## config.mk

```make
export PLATFORM = sky130hd
export DESIGN_NAME = qdec_step_gen
export DESIGN_NICKNAME = d
export VERILOG_FILES = /design/src/rtl/qdec_step_gen.sv
export SDC_FILE = /design/constraint.sdc
export NUM_CORES = 1
export LEC_CHECK = 0
export ABC_AREA = 0
export CAP_MARGIN = 20
export CORE_ASPECT_RATIO = 0.9
export CORE_UTILIZATION = 54
export DETAILED_ROUTE_END_ITERATION = 8
export HOLD_SLACK_MARGIN = 0.02
export PLACE_DENSITY = 0.81
export RECOVER_POWER = 100
export SETUP_SLACK_MARGIN = 0.5
export SLEW_MARGIN = 20
export SYNTH_ARGS = -nofsm -noshare
export SYNTH_HDL_FRONTEND = slang
export SYNTH_SLANG_ARGS = --single-unit
export TNS_END_PERCENT = 100
```

## constraint.sdc

```tcl
create_clock -name i_clk -period 1.4 [get_ports i_clk]
set_input_delay 0.21 -clock i_clk [delete_from_list [all_inputs] [get_ports i_clk]]
set_output_delay 0.21 -clock i_clk [all_outputs]
set_load 0.005 [all_outputs]
```

## src/rtl/qdec_step_gen.sv

```systemverilog
// qdec_step_gen: quadrature encoder front end for an 8-bit up/down counter.
// Synchronises and glitch-filters the A/B/Z pins, decodes direction into single-cycle UP/DN pulses,
// issues a LOAD of HOME_VAL on an index rising edge and flags illegal A/B transitions.
// Optional macro QDEC_X4_EN: x4 decoding (a pulse on every legal step). Undefined: x1 decoding.
module qdec_step_gen #(
  parameter int unsigned FILT_LEN = 4,      // 1..15 cycles of disagreement before f follows s
  parameter logic [7:0]  HOME_VAL = 8'h00
) (
  input  logic       i_clk,
  input  logic       i_res,
  input  logic       i_enc_a,
  input  logic       i_enc_b,
  input  logic       i_enc_z,
  input  logic       i_err_clr,
  output logic       o_up,
  output logic       o_dn,
  output logic       o_load,
  output logic [7:0] o_din,
  output logic       o_err,
  output logic       o_err_flag
);

  typedef enum logic {StInit, StRun} state_e;

  // INIT lasts FILT_LEN+2 cycles: counter runs 0..FILT_LEN+1
  localparam logic [4:0] InitLast = 5'(FILT_LEN + 1);
  localparam logic [3:0] FiltLast = 4'(FILT_LEN - 1);

  // Channel bit order in the vectors below: [2]=A, [1]=B, [0]=Z
  logic [2:0] r_sync1;
  logic [2:0] r_sync2;
  logic [2:0] r_filt;
  logic [3:0] r_fcnt [3];
  logic [1:0] r_prev;
  logic       r_prevz;
  logic [4:0] r_init_cnt;
  state_e     r_state;

  logic [1:0] w_cur;
  logic       w_fwd;
  logic       w_rev;
  logic       w_ill;
  logic       w_up;
  logic       w_dn;

  assign w_cur = r_filt[2:1];

  // Classify the filtered {A,B} transition relative to the previous cycle
  always_comb begin
    w_fwd = 1'b0;
    w_rev = 1'b0;
    w_ill = 1'b0;
    case ({r_prev, w_cur})
      4'b00_01, 4'b01_11, 4'b11_10, 4'b10_00: w_fwd = 1'b1;
      4'b00_10, 4'b10_11, 4'b11_01, 4'b01_00: w_rev = 1'b1;
      4'b00_11, 4'b11_00, 4'b01_10, 4'b10_01: w_ill = 1'b1;
      default: ;
    endcase
`ifdef QDEC_X4_EN
    w_up = w_fwd;
    w_dn = w_rev;
`else
    // x1: only the step across the 00 detent produces a pulse
    w_up = w_fwd && (r_prev == 2'b10);
    w_dn = w_rev && (r_prev == 2'b00);
`endif
  end

  // Sync chain, filters, INIT/RUN state machine and registered outputs
  always_ff @(posedge i_clk) begin
    if (i_res) begin
      r_sync1    <= 3'b000;
      r_sync2    <= 3'b000;
      r_filt     <= 3'b000;
      for (int c = 0; c < 3; c++) r_fcnt[c] <= 4'd0;
      r_prev     <= 2'b00;
      r_prevz    <= 1'b0;
      r_init_cnt <= 5'd0;
      r_state    <= StInit;
      o_up       <= 1'b0;
      o_dn       <= 1'b0;
      o_load     <= 1'b0;
      o_din      <= 8'h00;
      o_err      <= 1'b0;
      o_err_flag <= 1'b0;
    end else begin
      r_sync1 <= {i_enc_a, i_enc_b, i_enc_z};
      r_sync2 <= r_sync1;
      r_prev  <= w_cur;
      r_prevz <= r_filt[0];

      case (r_state)
        StInit: begin
          // Filter bypassed so f/prev track the pins without producing steps
          r_filt <= r_sync2;
          for (int c = 0; c < 3; c++) r_fcnt[c] <= 4'd0;
          o_up   <= 1'b0;
          o_dn   <= 1'b0;
          o_load <= 1'b0;
          o_din  <= 8'h00;
          o_err  <= 1'b0;
          if (r_init_cnt == InitLast) r_state <= StRun;
          else r_init_cnt <= r_init_cnt + 5'd1;
        end
        default: begin
          for (int c = 0; c < 3; c++) begin
            if (r_sync2[c] == r_filt[c]) begin
              r_fcnt[c] <= 4'd0;
            end else if (r_fcnt[c] == FiltLast) begin
              r_filt[c] <= r_sync2[c];
              r_fcnt[c] <= 4'd0;
            end else begin
              r_fcnt[c] <= r_fcnt[c] + 4'd1;
            end
          end
          o_up   <= w_up;
          o_dn   <= w_dn;
          o_err  <= w_ill;
          o_load <= r_filt[0] & ~r_prevz;
          o_din  <= (r_filt[0] & ~r_prevz) ? HOME_VAL : 8'h00;
        end
      endcase

      // A new error beats a simultaneous clear
      if ((r_state == StRun) && w_ill) o_err_flag <= 1'b1;
      else if (i_err_clr)              o_err_flag <= 1'b0;
    end
  end

endmodule
```

# After elaboration in Yosys (flattened, before gate mapping)
# Memory sizes are Yosys's and may differ from the RTL's.
# Index checks and enable logic that the tools add are counted.
# W data, S select, Z words.
[classes]
addsub = 4
eq_ne = 26
muxes = 73
n_bitwise = 16
n_reduce_logical = 13
[ops]
columns = ["cell", "n"]
rows = [
  ["$mux W1", 60],
  ["$mux W4", 12],
  ["$eq A4 B4 Y1 const B", 6],
  ["$eq A4 B2 Y1 const B", 5],
  ["$add A4 B1 Y4 const B", 3],
  ["$eq A4 B3 Y1 const B", 3],
  ["$or A1 B1 Y1", 12],
  ["$reduce_or A4 Y1", 3],
  ["$reduce_and A2 Y1", 4],
  ["$ne A2 B1 Y1 const B", 3],
  ["$ne A2 B2 Y1 const B", 3],
  ["$add A5 B1 Y5 const B", 1],
  ["$eq A5 B3 Y1 const B", 1],
  ["$eq A4 B1 Y1 const B", 1],
  ["$eq A1 B1 Y1", 3],
  ["$logic_and A1 B1 Y1", 3],
  ["$mux W3", 1],
  ["$not A1 Y1", 3],
  ["$eq A2 B2 Y1 const B", 1],
  ["$logic_not A2 Y1", 1],
  ["$reduce_bool A2 Y1", 1],
  ["$reduce_or A2 Y1", 1],
  ["$and A1 B1 Y1", 1],
]
[word_totals]
reg_bits = 23
mem_bits_rw = 12
input_bits = 6
output_inout_bits = 13
word_cells = 147
memories = 1
[memory_table]
columns = ["memory", "words", "width", "rd", "rd_clocked_by_memory_dff", "wr", "line", "text"]
rows = [
  ["r_fcnt", 3, 4, 3, 0, 3, "33", "logic [3:0] r_fcnt [3];"],
]

# Depth between registers and ports, before layout
# Gate-level depths: netlist of run 1.
# An unclocked memory read counts as a cell.
[depth]
ltp_word = 9
ltp_mapped = 5
ltp_nobuf = 5

# Least setup slack after synthesis of run 1
# OpenSTA, ideal clock, no wires.
[synth_path]
path_kind = "reg-to-reg"
from = "reg r_init_cnt[1]"
to = "reg r_init_cnt[1]"
setup_time_ns = 0.087
arrival_ns = 1.191
t_required_ns = 1.313
setup_slack_ns = 0.122
path_stages_with_launch = 5
synth_period_minus_slack_ns = 1.278
path_cell_list = "dfxtp_1 inv_1 ha_1 or4_1 o31ai_1"
[synth_between]
elab_chain_len = 3
elab_cells_between_ends = 4
classes_between = "add/sub: 1; eq/ne: 1; bitwise: 1; reduce/logical: 1"
[synth_rtl]
columns = ["item", "line", "text"]
rows = [
  ["from (decl)", "36", "logic [4:0] r_init_cnt;"],
  ["from (signal assigned)", "103", "else r_init_cnt <= r_init_cnt + 5'd1;"],
  ["parallel branches: the longest is 3 deep, another holds $add A5 B1 Y5", "n/a", ""],
]
# Several ways; the timed one is not identified.
# A chain may end at the register's enable or synchronous reset.

# Final worst setup path of run 1
[layout_path]
from = "reg r_init_cnt[1]"
to = "reg r_init_cnt[0]"
[layout_between]
elab_chain_len = 3
[layout_rtl]
columns = ["item", "line", "text"]
rows = [
  ["$eq A5 B3 Y1", "102", "if (r_init_cnt == InitLast) r_state <= StRun;"],
  ["$not A1 Y1 (no source line)", "n/a", ""],
  ["$reduce_and A2 Y1 (no source line)", "n/a", ""],
]
# No other way between the ends.

==> flow_summary_export.csv, run 1 <==
group,metric,value,unit
synthesis,yosys-top-cells-area,"dfxtp_1 (30%), edfxtp_1 (24%), buf_4 (4.4%), ha_1 (4.1%), nor2b_1 (4.1%)",
grt,grt_use_total,22.2,%
setup_path,required,1680,ps
drt,firstDrtPassIters,6,
sta,fin_crit_sh,94.8,%
drt,avgViaCountPerCell,5.08,
power_and_ir_drop,total_power,0.00194,W
setup_path,reg2reg_from,"r_init_cnt[1]$_SDFFE_PP0P_",
power_and_ir_drop,p_leak,0.765,nW
grt,grt_pass1_wl,4690,um
drt,drtAntennaViolNets,0,
layout,layout_common_cells,"conb_1 (20), dfxtp_1 (19), edfxtp_1 (12)",
run_status,violations,"DRC",
synthesis,synth_cell_types,31,
setup_path,critical_path_class,"flop to flop",
flow_run,maxCapViolations,0,
synthesis,synthCells,138,
sta,finalCriticalPeriod,1330,ps
sta,setup_violations,0,
die,die_h,52.4,um
die,coreArea,2550,um^2
grt,grt-ovfl-total,0,
min_path,hold_depth,3,
grt,grt_max_degree,11,
layout,num_antenna_cells,0,
clock_network,htreeDepth,2,
placement,dp_hpwl,1790,um
synthesis,netlist_area,1530,um^2
sta,hold_viol_final,0,
min_path,hold_class,"input port to flop",
layout,fin_cells,213,
clock_network,clkSlewWorstSetupHoldPaths,100,ps
synthesis,synth_top_area_share,30.2,%
power_and_ir_drop,power.density,974,nW/um^2
run_status,outcome,"complete, but fails checks",
die,initial_core_util,59.8,%
setup_path,startpoint,"r_init_cnt[1]$_SDFFE_PP0P_",
sta,rsz0062_at_grt,"yes",
placement,gp_congestion,0.763,
sta,worstMarginPinSlew,501,ps
sta,fin_tns_setup,0,ps
setup_path,crit_path_max_fanout,4,
grt,first_global_vias,1031,
min_path,min_from,"i_res",
die,pin_count,19,
drt,drt_iter0_drc,29,
clock_network,clockBufferDepth,2,
placement,portBuffers,10,
clock_network,cts.sinks,35,
sta,slew_violations,0,
layout,final_common_cell,"conb_1",
die,placementRows,17,
drt,wl,2990,um
sta,max_freq,753,MHz
setup_path,reg2reg_slack,70,ps
grt,antenna_found_initial,0,
setup_path,start_kind,"flop",
clock_network,cts-buffers-inserted,5,
layout,fin_nets,195,
power_and_ir_drop,ir_worst_vdd,0.737,mV
synthesis,ys_ff_latch,35,
setup_path,r2r_cells,5,
placement,dpl.cell_count,186,
clock_network,root_buffer,"clkbuf_4",
setup_path,arrival,1610,ps
synthesis,yosys.area.top_type,"dfxtp_1",
clock_network,cts_tree,"done",
layout,fillers,172,
layout,drive_gt1_share,29.2,%
die,die_w,58.0,um
synthesis,syn_area_per_cell,11.1,um^2
die,design.die.area,3040,um^2
synthesis,ys_warn_count,0,
setup_path,crit_path_end_kind,"flop",
clock_network,clock_latency,340,ps
sta,maxSlewHeadroom,66.6,%
drt,vias,1081,
drt,wl_per_cell,14.0,um
drt,drcViolationCount,2,
sta,clock_skew,10.8,ps
clock_network,holdBufCountCts,0,
layout,areaGrowthSynthToFinish,30.8,%
synthesis,synth-seq-area-share,53.8,%
-- power breakdown --
group	switching [W]	internal [W]
combinational	0.0000894	0.000112
sequential	0.0000356	0.00109
clock	0.000324	0.000295
-- worst paths after layout --
check | endpoint
worst min register to register | o_load$_SDFF_PP0_
worst max-delay path | r_init_cnt[0]$_SDFFE_PP0P_
worst min-delay path | r_init_cnt[0]$_SDFFE_PP0P_
worst max register to register | r_init_cnt[0]$_SDFFE_PP0P_
-- final cells by class --
class                      count  area (um^2)  area share [%]
sequential                    35          828            41.5
clock buffer                   8         68.8            3.45
timing repair buffer          32          251            12.6
multi-input combinational    107          800            40.1
inverter                       3         11.3           0.565
tap                           28         35.0            1.76
-- routing by layer --
layer / vias up / GRT usage [%] / part of all wire, %
met5: - / 0 / 0
met4: 0 / 14.3 / 2.2
met3: 8 / 5.19 / 3.2
met2: 18 / 34.9 / 47
met1: 511 / 27.5 / 47
li1: 544 / - / -
-- cell families (layout without fill, tap and decap cells) --
kind of cell             after synthesis  in the layout  synth area share, %
AO/OA/AOI/OAI                         16             16                 6.32
multiplexers                           1              1                0.738
flip-flops                            35             35                 53.8
adder cells (fa/ha/maj)                5              5                 4.10
AND/OR/NAND/NOR                       57             57                 24.1
buffers and inverters                 14             43                 5.82
XOR/XNOR                               8              8                 4.59
other                                  2             20                0.492
-- repair_timing --
item | in CTS | in global routing
pin swaps | 8 | 9
gates cloned | 0 | 0
gates resized for setup | 35 | 17
setup buffers | 9 | 10
endpoints found under the hold margin | 0 | 0
endpoints found under the setup margin | 31 | 28
-- sequential cells by signal, summed over array words and instances, names as in the netlist --
signal and count:
r_fcnt 12, r_sync2 3, o_err 1, r_sync1 3, r_prev 2, o_load 1, o_up 1, o_dn 1
r_init_cnt 5, r_state 1, o_err_flag 1, r_prevz 1, r_filt 3
-- metrics by stage --
stage / area, um^2 / util (%) / hold WS, ps / setup slack [ps]
after floorplan: 1650 / - / 338 / 202
after global placement: 1730 / 67.7 / 381 / -41.3
after detailed placement: 1730 / 67.7 / 393 / -144
after CTS: 1910 / 74.9 / 345 / 127
after global routing: 1990 / 78.1 / 374 / 34.8
final: 1990 / 78.1 / 362 / 72.6
-- worst max-delay path, stage by stage (launching register included) --
cell	delay [ps]
dfxtp_2	340
inv_1	70
ha_4	160
nor4bb_4	160
or3_4	400
a21oi_2	130
-- synth_stat cells --
library cell,count
o21ai_0,4
buf_2,2
inv_1,3
nor3b_1,5
a211oi_2,1
xor2_1,7
dfxtp_1,23
nand2b_1,5
nor4bb_4,1
buf_4,9
and2b_1,1
nor2_1,8
edfxtp_1,12
mux2_2,1
a21oi_2,1
or3_1,2
conb_1,2
ha_1,5
or4_1,1
nand3b_1,6
o31ai_1,1
xnor2_1,1
nand2_1,5
a21o_1,1
nor3b_2,2
nor4_1,2
a21oi_1,8
nor3_1,4
nand4b_1,2
nand3_1,3
nor2b_1,10
Note: power is estimated with default switching activity, not from simulation.
==> run 2, diff against run 1 <==
CELL_PAD_IN_SITES_DETAIL_PLACEMENT = 0   (was unset)
CELL_PAD_IN_SITES_GLOBAL_PLACEMENT = 1   (was unset)
CORE_UTILIZATION = 38   (was 54)
CTS_CLUSTER_SIZE = 25   (was unset)
PLACE_DENSITY = 0.76   (was 0.81)
clock period = 1.2 ns   (was 1.4 ns; I/O delays follow)
==> run 2 against run 1 <==
The run ends with setup timing left. Critical path depth decreased by 2. Non-clock buffer count rose by 1. Design area is 8.3% higher. Total power rose by 30%. Combinational power grew 21%. Fmax grew 4.6%. First-iteration DRC count down 10%. Clock power is 57% higher. Sequential power up 17%. Critical path type unchanged. Core utilization shrank 21 points. Register-to-register slack lost 140 ps.
==> flow_summary_export.csv, run 2 (synthesis results as in run 1) <==
group,metric,value,unit
layout,num_antenna_cells,0,
sta,slew_violations,0,
drt,drcViolationCount,0,
drt,firstDrtPassIters,3,
layout,fillers,336,
power_and_ir_drop,power_frac_clock,38.4,%
layout,top_register,"r_fcnt",
layout,fin_nets,196,
setup_path,arrival,1470,ps
grt,grt-ovfl-total,0,
setup_path,start_kind,"flop",
placement,portBuffers,10,
power_and_ir_drop,switching_share,22.9,%
sta,rsz0062_at_grt,"yes",
power_and_ir_drop,pwr-share-comb,9.7,%
clock_network,cts.sinks,35,
layout,final_common_cell,"conb_1",
power_and_ir_drop,ir_worst_vdd,0.666,mV
die,placementRows,21,
power_and_ir_drop,total_power,0.00252,W
sta,holdWs,410,ps
setup_path,r2r_cells,3,
power_and_ir_drop,seq_power_share,51.9,%
setup_path,startpoint,"r_init_cnt[0]$_SDFFE_PP0P_",
die,die_h,62.1,um
grt,grt_max_degree,14,
grt,antenna_found_initial,0,
sta,finalCriticalPeriod,1270,ps
drt,drtAntennaViolNets,0,
layout,drive_gt1_share,38.2,%
setup_path,crit_end,"r_init_cnt[1]$_SDFFE_PP0P_",
drt,wl_per_cell,11.8,um
flow_run,maxCapViolations,0,
drt,wl,2740,um
drt,vias,1075,
setup_path,reg2reg_from,"r_init_cnt[0]$_SDFFE_PP0P_",
setup_path,r2r-end,"r_init_cnt[1]$_SDFFE_PP0P_",
layout,top_regs,"r_fcnt: 12 flops, r_init_cnt: 5 flops",
setup_path,crit_path_end_kind,"flop",
clock_network,cts_tree,"done",
setup_path,crit_path_max_fanout,2,
sta,max_freq,788,MHz
layout,largest_register_ffs,12,
clock_network,cts-buffers-inserted,5,
clock_network,clockBufferDepth,2,
run_status,violations,"setup timing",
placement,gp_congestion,0.715,
drt,avgViaCountPerCell,4.63,
die,coreArea,3780,um^2
sta,clock_skew,7.15,ps
run_status,outcome,"complete, but fails checks",
sta,setup_ws,-69.2,ps
setup_path,required,1400,ps
power_and_ir_drop,p_leak,0.816,nW
sta,fin_crit_sh,106,%
grt,grt_pass1_wl,4210,um
power_and_ir_drop,p_sw,0.000579,W
placement,dp_hpwl,1770,um
layout,areaGrowthSynthToFinish,41.7,%
layout,layout_common_cells,"conb_1 (20), dfxtp_1 (18), buf_4 (13)",
die,pin_count,19,
clock_network,clock_latency,290,ps
sta,setup_violations,5,
clock_network,root_buffer,"clkbuf_8",
die,initial_core_util,40.3,%
drt,drt_iter0_drc,26,
die,die_w,68.8,um
setup_path,critical_path_class,"flop to flop",
sta,hold_viol_final,0,
power_and_ir_drop,internal-power,0.00194,W
grt,grt_use_total,13.8,%
clock_network,clkSlewWorstSetupHoldPaths,70,ps
min_path,hold_class,"input port to flop",
die,design.die.area,4270,um^2
power_and_ir_drop,power.density,1170,nW/um^2
setup_path,reg2reg_slack,-70,ps
grt,first_global_vias,961,
clock_network,htreeDepth,2,
==> run 2: repair_timing <==
action,4_1_cts,5_1_grt
gates resized for setup,42,21
pin swaps,8,10
hold buffers,0,0
setup buffers,5,10
endpoints found under the setup margin,40,31
==> run 2: worst max-delay path: stages (launching register included) <==
cell     delay (ps)
dfxtp_4         360
ha_4            230
or4_1           520
o31ai_2          70
==> run 2: metal layers <==
metal  up-vias  track usage [%]  part of all wire, %
li1        545                -                    -
met1       505             16.5                   44
met2        21             20.2                   50
met3         4             5.51                  4.3
met4         0             8.42                  2.2
met5         -                0                    0
==> run 2: final cells by class <==
cell class	count	area, um^2	area share, %
clock inverters	2	13.8	0.637
flip-flops and latches	35	832	38.5
repair buffers	33	279	12.9
multi-input cells	107	873	40.4
inverters	3	11.3	0.521
well taps	46	57.6	2.66
clock buffers	6	93.8	4.34
==> run 2: worst min-delay path by stage <==
stage	slack (ps)	startpoint	to	cells after the start
5_1_grt	420	r_prevz$_SDFF_PP0_	o_load$_SDFF_PP0_	1
3_3_place_gp	390	r_prevz$_SDFF_PP0_	o_load$_SDFF_PP0_	1
4_1_cts	390	i_res	r_init_cnt[1]$_SDFFE_PP0P_	3
2_1_floorplan	310	i_enc_z	r_sync1[0]$_SDFF_PP0_	1
3_5_place_dp	390	r_prevz$_SDFF_PP0_	o_load$_SDFF_PP0_	1
6_report	410	i_res	r_init_cnt[1]$_SDFFE_PP0P_	3
==> run 2: power by group through the flow <==
stage                     clock (W)  combinational [W]  sequential, W
after floorplan                   0           0.000134        0.00133
after global placement            0           0.000184        0.00133
after detailed placement          0           0.000187        0.00133
after CTS                   0.00101           0.000218        0.00130
after global routing        0.00106           0.000274        0.00131
final                      0.000969           0.000244        0.00131
==> run 2: metrics by stage <==
step	instance area, um^2	utilization (%)	TNS, ps	worst slack [ps]	std cells
6_report	2160	57.1	-102	-69.2	232
5_1_grt	2160	57.1	-789	-125	232
4_1_cts	2030	53.6	-55.7	-46.8	222
3_5_place_dp	1810	47.7	-3240	-228	209
3_3_place_gp	1810	47.7	-2700	-204	209
2_1_floorplan	1670	-	0	2.27	156
==> run 3, diff against run 2 <==
HOLD_SLACK_MARGIN = unset   (was 0.02)
==> results of run 3 <==
Final layout, timing and power as in run 2 (identical DEF).
